`src/rtl/mem_io_bus_if.sv`:
```
// CPU memory-port bus between the CPU (master) and the mem_io_bus slave.
// Ports: mem_cmd/mem_addr/write_data from the CPU; read_data/bus_err back.
interface mem_io_bus_if #(
  parameter int DATA_W = 16,
  parameter int ADDR_W = 9
);
  logic [1:0]        mem_cmd;
  logic [ADDR_W-1:0] mem_addr;
  logic [DATA_W-1:0] write_data;
  logic [DATA_W-1:0] read_data;
  logic              bus_err;

  modport master (
    output mem_cmd, mem_addr, write_data,
    input  read_data, bus_err
  );

  modport slave (
    input  mem_cmd, mem_addr, write_data,
    output read_data, bus_err
  );
endinterface

```
`src/rtl/mem_io_bus.sv`:
```
// Memory/I-O slave: 256-word RAM, LED register, synchronized switch port.
// Optional MEM_IO_STATS_EN adds read/write counters at 9'h180/9'h181.
module mem_io_bus #(
  parameter int              DATA_W    = 16,
  parameter int              ADDR_W    = 9,
  parameter int              RAM_WORDS = 256,
  parameter logic [ADDR_W-1:0] LED_ADDR = 9'h100,
  parameter logic [ADDR_W-1:0] SW_ADDR  = 9'h140
) (
  input  logic             clk,
  input  logic             reset,
  mem_io_bus_if.slave      bus,
  input  logic [7:0]       sw_in,
  output logic [7:0]       led_out
);

  // Handshake: no valid/ready pair. mem_cmd is a request sampled at every
  // rising edge and always accepted; a read's data is in read_data right
  // after the sampling edge, a write lands on that same edge.
  localparam logic [1:0] CMD_NONE    = 2'b00;
  localparam logic [1:0] CMD_READ    = 2'b01;
  localparam logic [1:0] CMD_WRITE   = 2'b10;
  localparam logic [1:0] CMD_ILLEGAL = 2'b11;
  localparam int         RAM_AW      = $clog2(RAM_WORDS);

  logic [DATA_W-1:0] ram [RAM_WORDS];
  logic [7:0]        sw_sync1, sw_sync2;

  logic              is_rd, is_wr, is_bad;
  logic              hit_ram, hit_led, hit_sw, hit_rdc, hit_wrc;
  logic              rd_ok, wr_ok, offend;
  logic [DATA_W-1:0] rd_mux;
  logic [RAM_AW-1:0] ram_idx;

`ifdef MEM_IO_STATS_EN
  localparam logic [ADDR_W-1:0] RDC_ADDR = 9'h180;
  localparam logic [ADDR_W-1:0] WRC_ADDR = 9'h181;
  logic [15:0] rd_cnt, wr_cnt;
`endif

  always_comb begin
    is_rd   = (bus.mem_cmd == CMD_READ);
    is_wr   = (bus.mem_cmd == CMD_WRITE);
    is_bad  = (bus.mem_cmd == CMD_ILLEGAL);
    ram_idx = bus.mem_addr[RAM_AW-1:0];
    hit_ram = ~bus.mem_addr[ADDR_W-1];
    hit_led = (bus.mem_addr == LED_ADDR);
    hit_sw  = (bus.mem_addr == SW_ADDR);
    hit_rdc = 1'b0;
    hit_wrc = 1'b0;
`ifdef MEM_IO_STATS_EN
    hit_rdc = (bus.mem_addr == RDC_ADDR);
    hit_wrc = (bus.mem_addr == WRC_ADDR);
`endif
    rd_ok  = is_rd & (hit_ram | hit_led | hit_sw | hit_rdc | hit_wrc);
    wr_ok  = is_wr & (hit_ram | hit_led);
    // Counter writes are clears: not offending, but not counted either.
    offend = is_bad | (is_rd & ~rd_ok) | (is_wr & ~(wr_ok | hit_rdc | hit_wrc));

    rd_mux = '0;
    if (hit_ram)      rd_mux = ram[ram_idx];
    else if (hit_led) rd_mux = {{(DATA_W-8){1'b0}}, led_out};
    else if (hit_sw)  rd_mux = {{(DATA_W-8){1'b0}}, sw_sync2};
`ifdef MEM_IO_STATS_EN
    else if (hit_rdc) rd_mux = rd_cnt;
    else if (hit_wrc) rd_mux = wr_cnt;
`endif
  end

  // RAM has no reset so contents survive it; writes are blocked while in reset.
  always_ff @(posedge clk) begin
    if (reset && wr_ok && hit_ram) ram[ram_idx] <= bus.write_data;
  end

  always_ff @(posedge clk or negedge reset) begin
    if (!reset) begin
      bus.read_data <= '0;
      bus.bus_err   <= 1'b0;
      led_out       <= 8'h00;
      sw_sync1      <= 8'h00;
      sw_sync2      <= 8'h00;
    end else begin
      sw_sync1    <= sw_in;
      sw_sync2    <= sw_sync1;
      bus.bus_err <= offend;
      if (is_rd) bus.read_data <= rd_ok ? rd_mux : '0;
      if (wr_ok && hit_led) led_out <= bus.write_data[7:0];
    end
  end

`ifdef MEM_IO_STATS_EN
  // Saturating counters; a read of a counter returns its pre-increment value.
  always_ff @(posedge clk or negedge reset) begin
    if (!reset) begin
      rd_cnt <= 16'h0000;
      wr_cnt <= 16'h0000;
    end else begin
      if (is_wr && hit_rdc)               rd_cnt <= 16'h0000;
      else if (rd_ok && rd_cnt != 16'hFFFF) rd_cnt <= rd_cnt + 16'h0001;
      if (is_wr && hit_wrc)               wr_cnt <= 16'h0000;
      else if (wr_ok && wr_cnt != 16'hFFFF) wr_cnt <= wr_cnt + 16'h0001;
    end
  end
`endif

endmodule

```
`src/flat_wrapper.sv`:
```
// flat-port wrapper written by rule: the top's interface ports become plain ports
module mem_io_bus_flat 
#(
  parameter int              DATA_W    = 16,
  parameter int              ADDR_W    = 9,
  parameter int              RAM_WORDS = 256,
  parameter logic [ADDR_W-1:0] LED_ADDR = 9'h100,
  parameter logic [ADDR_W-1:0] SW_ADDR  = 9'h140
)
  (clk, reset, sw_in, led_out, bus_mem_cmd, bus_mem_addr, bus_write_data, bus_read_data, bus_bus_err);
  mem_io_bus_if #(.DATA_W(DATA_W), .ADDR_W(ADDR_W)) bus_i ();
  input  logic clk;
  input  logic reset;
  input  logic [7:0] sw_in;
  output logic [7:0] led_out;
  input wire logic [$bits(bus_i.mem_cmd)-1:0] bus_mem_cmd;
  input wire logic [$bits(bus_i.mem_addr)-1:0] bus_mem_addr;
  input wire logic [$bits(bus_i.write_data)-1:0] bus_write_data;
  output wire logic [$bits(bus_i.read_data)-1:0] bus_read_data;
  output wire logic [$bits(bus_i.bus_err)-1:0] bus_bus_err;
  assign bus_i.mem_cmd = bus_mem_cmd;
  assign bus_i.mem_addr = bus_mem_addr;
  assign bus_i.write_data = bus_write_data;
  assign bus_read_data = bus_i.read_data;
  assign bus_bus_err = bus_i.bus_err;
  mem_io_bus #(.DATA_W(DATA_W), .ADDR_W(ADDR_W), .RAM_WORDS(RAM_WORDS), .LED_ADDR(LED_ADDR), .SW_ADDR(SW_ADDR)) u_core (.clk(clk), .reset(reset), .bus(bus_i), .sw_in(sw_in), .led_out(led_out));
endmodule
```
`config.mk`:
```
export PLATFORM = sky130hd
export DESIGN_NAME = mem_io_bus_flat
export DESIGN_NICKNAME = d
export VERILOG_FILES = /design/src/rtl/mem_io_bus_if.sv /design/src/rtl/mem_io_bus.sv /design/src/flat_wrapper.sv
export SDC_FILE = /design/constraint.sdc
export NUM_CORES = 2
export LEC_CHECK = 0
export ABC_AREA = 1
export CAP_MARGIN = 10
export CORE_AREA = 5 5 613 615
export DETAILED_ROUTE_END_ITERATION = 8
export DIE_AREA = 0 0 618 620
export MAX_ROUTING_LAYER = met4
export PLACE_DENSITY = 0.68
export SETUP_SLACK_MARGIN = 0.2
export SLEW_MARGIN = 20
export SYNTH_ARGS = -nofsm -noshare
export SYNTH_HDL_FRONTEND = slang
export SYNTH_SLANG_ARGS = --single-unit
```
`constraint.sdc`:
```
create_clock -name clk -period 1.75 [get_ports clk]
set_input_delay 0.525 -clock clk [delete_from_list [all_inputs] [get_ports clk]]
set_output_delay 0.525 -clock clk [all_outputs]
set_load 0.05 [all_outputs]
```
=== Yosys cells after proc, flatten, opt, wreduce, memory -nomap -nowiden ===
Memory sizes are Yosys's and may differ from the RTL's.
Index checks and enable logic that the tools add are counted.

* Eq/ne operators: 5
* Mux-type cells: 6
* Bitwise gates (word level): 11
* Reductions and logical operators: 3

{| class="wikitable"
|+ Operators with widths
! operator !! number
|-
| 16-bit 2-to-1 mux || 2
|-
| 9-bit == test (second input constant) || 2
|-
| 8-bit 2-to-1 mux || 2
|-
| 1-bit bitwise AND || 4
|-
| 2-bit == test (second input constant) || 2
|-
| 1-bit bitwise OR || 4
|-
| 1-bit logical AND || 3
|-
| 1-bit NOT || 3
|-
| 2-bit by 1-bit == test with 1-bit output (second input constant) || 1
|-
| 1-bit 2-to-1 mux || 2
|}

* Register bits after elaboration: 41
* RAM bits: 4096
* Bits of input ports: 37
* Memories kept: 1

{| class="wikitable"
|+ Memory list
! memory !! words !! bits a word !! rd ports !! clocked after memory_dff !! write ports !! line !! RTL
|-
| u_core.ram || 256 || 16 || 1 || 0 || 1 || mem_io_bus.sv:26 || <nowiki>logic [DATA_W-1:0] ram [RAM_WORDS];</nowiki>
|}

=== Depth between registers and ports, before layout ===
* Depth in word-level cells: 8
* Mapped depth: 19

=== Worst setup path after synthesis ===
No wires, ideal clock.

* Path type: in2reg
* Start: input bus_mem_addr[0]
* End: memory u_core.ram[146][0], enable pin
* Arrival: 2501 ps
* Data required time: 1362 ps
* Slack: -1140 ps
* Stages on the path: 8
* Buffers on the path: 5
* Path through: buf_4 nor2_2 buf_4 buf_4 clkbuf_1 nand2_1 clkbuf_1 nor2_1

* Longest elaborated chain between the ends: 7

{| class="wikitable"
|+ RTL lines
! what !! line !! RTL
|-
| start, declared || flat_wrapper.sv:17 || <nowiki>input wire logic [$bits(bus_i.mem_addr)-1:0] bus_mem_addr;</nowiki>
|-
| 9-bit == test || mem_io_bus.sv:47 || <nowiki>hit_led = (bus.mem_addr == LED_ADDR);</nowiki>
|-
| 1-bit bitwise OR || mem_io_bus.sv:56 || <nowiki>wr_ok = is_wr & (hit_ram | hit_led);</nowiki>
|-
| 1-bit bitwise AND || mem_io_bus.sv:56 ||
|-
| 1-bit logical AND (2 in a row) || mem_io_bus.sv:72 || <nowiki>if (reset && wr_ok && hit_ram) ram[ram_idx] <= bus.write_data;</nowiki>
|-
| 1-bit 2-to-1 mux || mem_io_bus.sv:72 ||
|-
| 1-bit 2-to-1 mux (not written as such) || mem_io_bus.sv:72 ||
|-
| end, declared || mem_io_bus.sv:26 ||
|}

Several ways; a longest one is shown, not always the timed one.

=== Final worst setup path ===
* Start: register u_core.bus.bus_err
* End: output bus_bus_err

{| class="wikitable"
|+ RTL lines
! what !! line !! RTL
|-
| start, declared || mem_io_bus_if.sv:20 || <nowiki>output read_data, bus_err</nowiki>
|-
| start signal, assigned || mem_io_bus.sv:85 || <nowiki>bus.bus_err <= offend;</nowiki>
|-
| end, declared || flat_wrapper.sv:20 || <nowiki>output wire logic [$bits(bus_i.bus_err)-1:0] bus_bus_err;</nowiki>
|}

No word-level cell between the ends.

==> results.sh <==
export IMPL_status="complete, but fails checks"
export IMPL_violations="setup timing"
export IMPL_r2r_cells=16
export IMPL_power_switching_w=0.04963
export IMPL_synth_seq_cells=4137
export IMPL_fillers=28373
export IMPL_grt_first_pass_wirelength_microns=767100
export IMPL_min_path_type="input pin to flop"
export IMPL_syn_nets=14691
export IMPL_maxSlewHeadroom_pct=45.11
export IMPL_drive_above_1_share_pct=20.53
export IMPL_fmax_mhz=438.0
export IMPL_portBuffers=61
export IMPL_worstMarginPinSlew_ns=0.8234
export IMPL_p_comb_share_pct=8.2
export IMPL_clkLatencyLatePin_ns=1.00
export IMPL_p_leak_nw=81.51
export IMPL_die_area_sq_um=383200
export IMPL_startpoint_type="flop"
export IMPL_final_setup_viol_count=1791
export IMPL_path_buf_inv=1
export IMPL_yosys_top_cells_area="edfxtp_1, nand2_1, nor2_1"
export IMPL_period_needed_ns=2.283
export IMPL_dp_hpwl_microns=336000
export IMPL_post_synth_top_area_cell="edfxtp_1"
export IMPL_drc=0
export IMPL_path_cells="buf_12"
export IMPL_crit_path_top_delay_cell="dfrtp_2"
export IMPL_fin_nets=16278
export IMPL_endpoint_kind="output pin"
export IMPL_cts_buffer_depth=4
export IMPL_area_growth_pct=27.75
export IMPL_antenna_found_initial=22
export IMPL_final_cell_mix="nand2_1, edfxtp_1, buf_4"
export IMPL_routed_via_density=5.521
export IMPL_die_w_microns=618
export IMPL_gp_congestion=0.9909
export IMPL_synth_cell_types=27
export IMPL_io_pins=62
export IMPL_setup_slack_ns=-0.5333
export IMPL_critPathMaxFanout=1
export IMPL_p_seq_share_pct=51.2
export IMPL_path_clk_slew_ns=0.06
export IMPL_postRouteAntennaNets=0
export IMPL_core_sq_um=370200
export IMPL_powerDensity_nw_per_um2=1005
export IMPL_cp_slowest_stage_delay_ns=0.56
export IMPL_cts_tree="yes"
export IMPL_rsz0062_at_grt="true"
export IMPL_gr_usage_all_layers_pct=28.06
export IMPL_vias=119167
export IMPL_cts_root_buffer="clkbuf_16"
export IMPL_internal_power_w=0.1632
export IMPL_drt_total_wl_microns=547500
export IMPL_finalPower_w=0.2128
export IMPL_hold_depth=1
export IMPL_ys_seq_area_share_pct=74.83
export IMPL_cts_sinks=4137
export IMPL_drv_cap=0
export IMPL_final_hold_violation_count=0
export IMPL_dr_pass1_iters=6
export IMPL_fin_skew_ns=0.06590
export IMPL_overflow=0
export IMPL_grt_start_max_net_pins=83
export IMPL_path_delay_family="flip-flops"
export IMPL_drv_slew=0
export IMPL_row_count=224
export IMPL_htreeDepth=5
export IMPL_critPathKind="flop to output pin"
export IMPL_cts_made_buffers=417
export IMPL_worstPathArrival_ns=1.76
export IMPL_synth_cells=14654
export IMPL_ys_warn_count=0
export IMPL_drt_iter0_drc=16837
export IMPL_cp_required_ns=1.22
export IMPL_clockPowerShare_pct=40.6
export IMPL_timing_final_crit_share_pct=130.5
export IMPL_routedWlPerCell_microns=25.37
export IMPL_cp_num_cells=1
export IMPL_initial_core_util_pct=44.77
export IMPL_netlist_area_sq_um=165700
export IMPL_die_y_microns=620
export IMPL_netSwitchingFraction_pct=23.32
export IMPL_layout_commonest_cell="nand2_1"
export IMPL_grt_pass1_vias=110725
export IMPL_synth_top_area_share_pct=74.21
export IMPL_whs_ns=0.1144
export IMPL_peakVddDrop_uv=806.5
export IMPL_syn_avg_cell_area_sq_um=11.31
per-layer routing:
metal,vias to the layer above,GRT usage (%),wire length [microns]
met3,1323,6.392,66930
met5,-,-,0
li1,52574,-,-
met4,0,13.72,33010
met2,7488,41.77,245800
met1,57782,36.56,201800
power by group through the flow:
stage | logic, W | registers, W | clock network, W
detailed placement | 0.0142 | 0.111 | 0
global route | 0.0182 | 0.109 | 0.0909
finish | 0.0175 | 0.109 | 0.0863
floorplan | 0.00560 | 0.111 | 0
CTS | 0.0159 | 0.109 | 0.0865
global placement | 0.0140 | 0.111 | 0
layout make-up:
cell class	count	area [sq um]	area share [%]
timing repair buffer	1906	25280	11.94
tap	4972	6221	2.938
clock buffer	532	11010	5.202
multi-input combinational	9731	42730	20.18
sequential	4137	124000	58.59
antenna	26	65.06	0.03073
clock inverter	233	2019	0.9538
timing repair inverter	3	76.32	0.03605
inverter	45	279.0	0.1318
synth_stat cells:
cell type  instances
buf_4             13
buf_6              2
buf_2            271
nand4_1          204
o21ai_1           23
or2_1              1
mux2_2             8
nor2_8             1
o21ai_0          299
dfrtp_1           41
nand2_2            2
inv_2              4
nor2_4             2
buf_1             42
a21oi_1          182
inv_1             33
nor2_2             4
nor2_1           617
nand3_1          348
clkinv_1           8
a22oi_1           32
clkbuf_1         414
a31oi_1            1
edfxtp_1        4096
nand2_1         8003
nor3_4             2
nor3_1             1
final timing paths:
check / from / end / slack, ns
worst max register to register: u_core.ram[197][7] / u_core.bus.read_data[7] / -0.29
worst min-delay path: bus_write_data[2] / u_core.ram[40][2] / 0.11
max in group asynchronous: reset / u_core.led_out[2] / 0.80
min in group asynchronous: reset / u_core.bus.read_data[5] / 0.34
worst min register to register: u_core.sw_sync1[3] / u_core.sw_sync2[3] / 0.34
worst max-delay path: u_core.bus.bus_err / bus_bus_err / -0.53
flip-flops by register name, summed over array words and instances, names as in the netlist:
register and cells:
u_core.led_out 8, u_core.sw_sync2 8, u_core.ram 4096, u_core.bus.read_data 16, u_core.bus.bus_err 1, u_core.sw_sync1 8
metrics by stage:
step | utilization (%) | TNS (ns) | std cells | area [sq um] | worst slack [ns]
floorplan | - | -2171.32 | 14654 | 167500 | -0.9422
global placement | 50.97 | -6291.30 | 20414 | 188700 | -2.222
detailed placement | 50.97 | -6306.09 | 20414 | 188700 | -2.188
CTS | 56.10 | -65.19 | 21437 | 207700 | -0.5894
global route | 57.18 | -108.51 | 21581 | 211700 | -0.5306
finish | 57.19 | -129.65 | 21585 | 211700 | -0.5333
repair_timing:
action | CTS | global route
endpoints found under the hold margin | 170 | 0
cloned | 55 | 40
buffers inserted | 180 | 84
hold buffers | 23 | 0
resized for setup | 838 | 717
pin swaps | 242 | 383
setup endpoints to repair | 4146 | 3975
kinds of logic after synthesis:
family / after synthesis / synth area share (%)
and+or+nand+nor: 9185 / 21.42
DFF: 4137 / 74.83
buffers and inverters: 787 / 2.025
AOI/OAI and AO/OA: 537 / 1.671
muxes: 8 / 0.05436
Power figures use the tool's default switching activity.
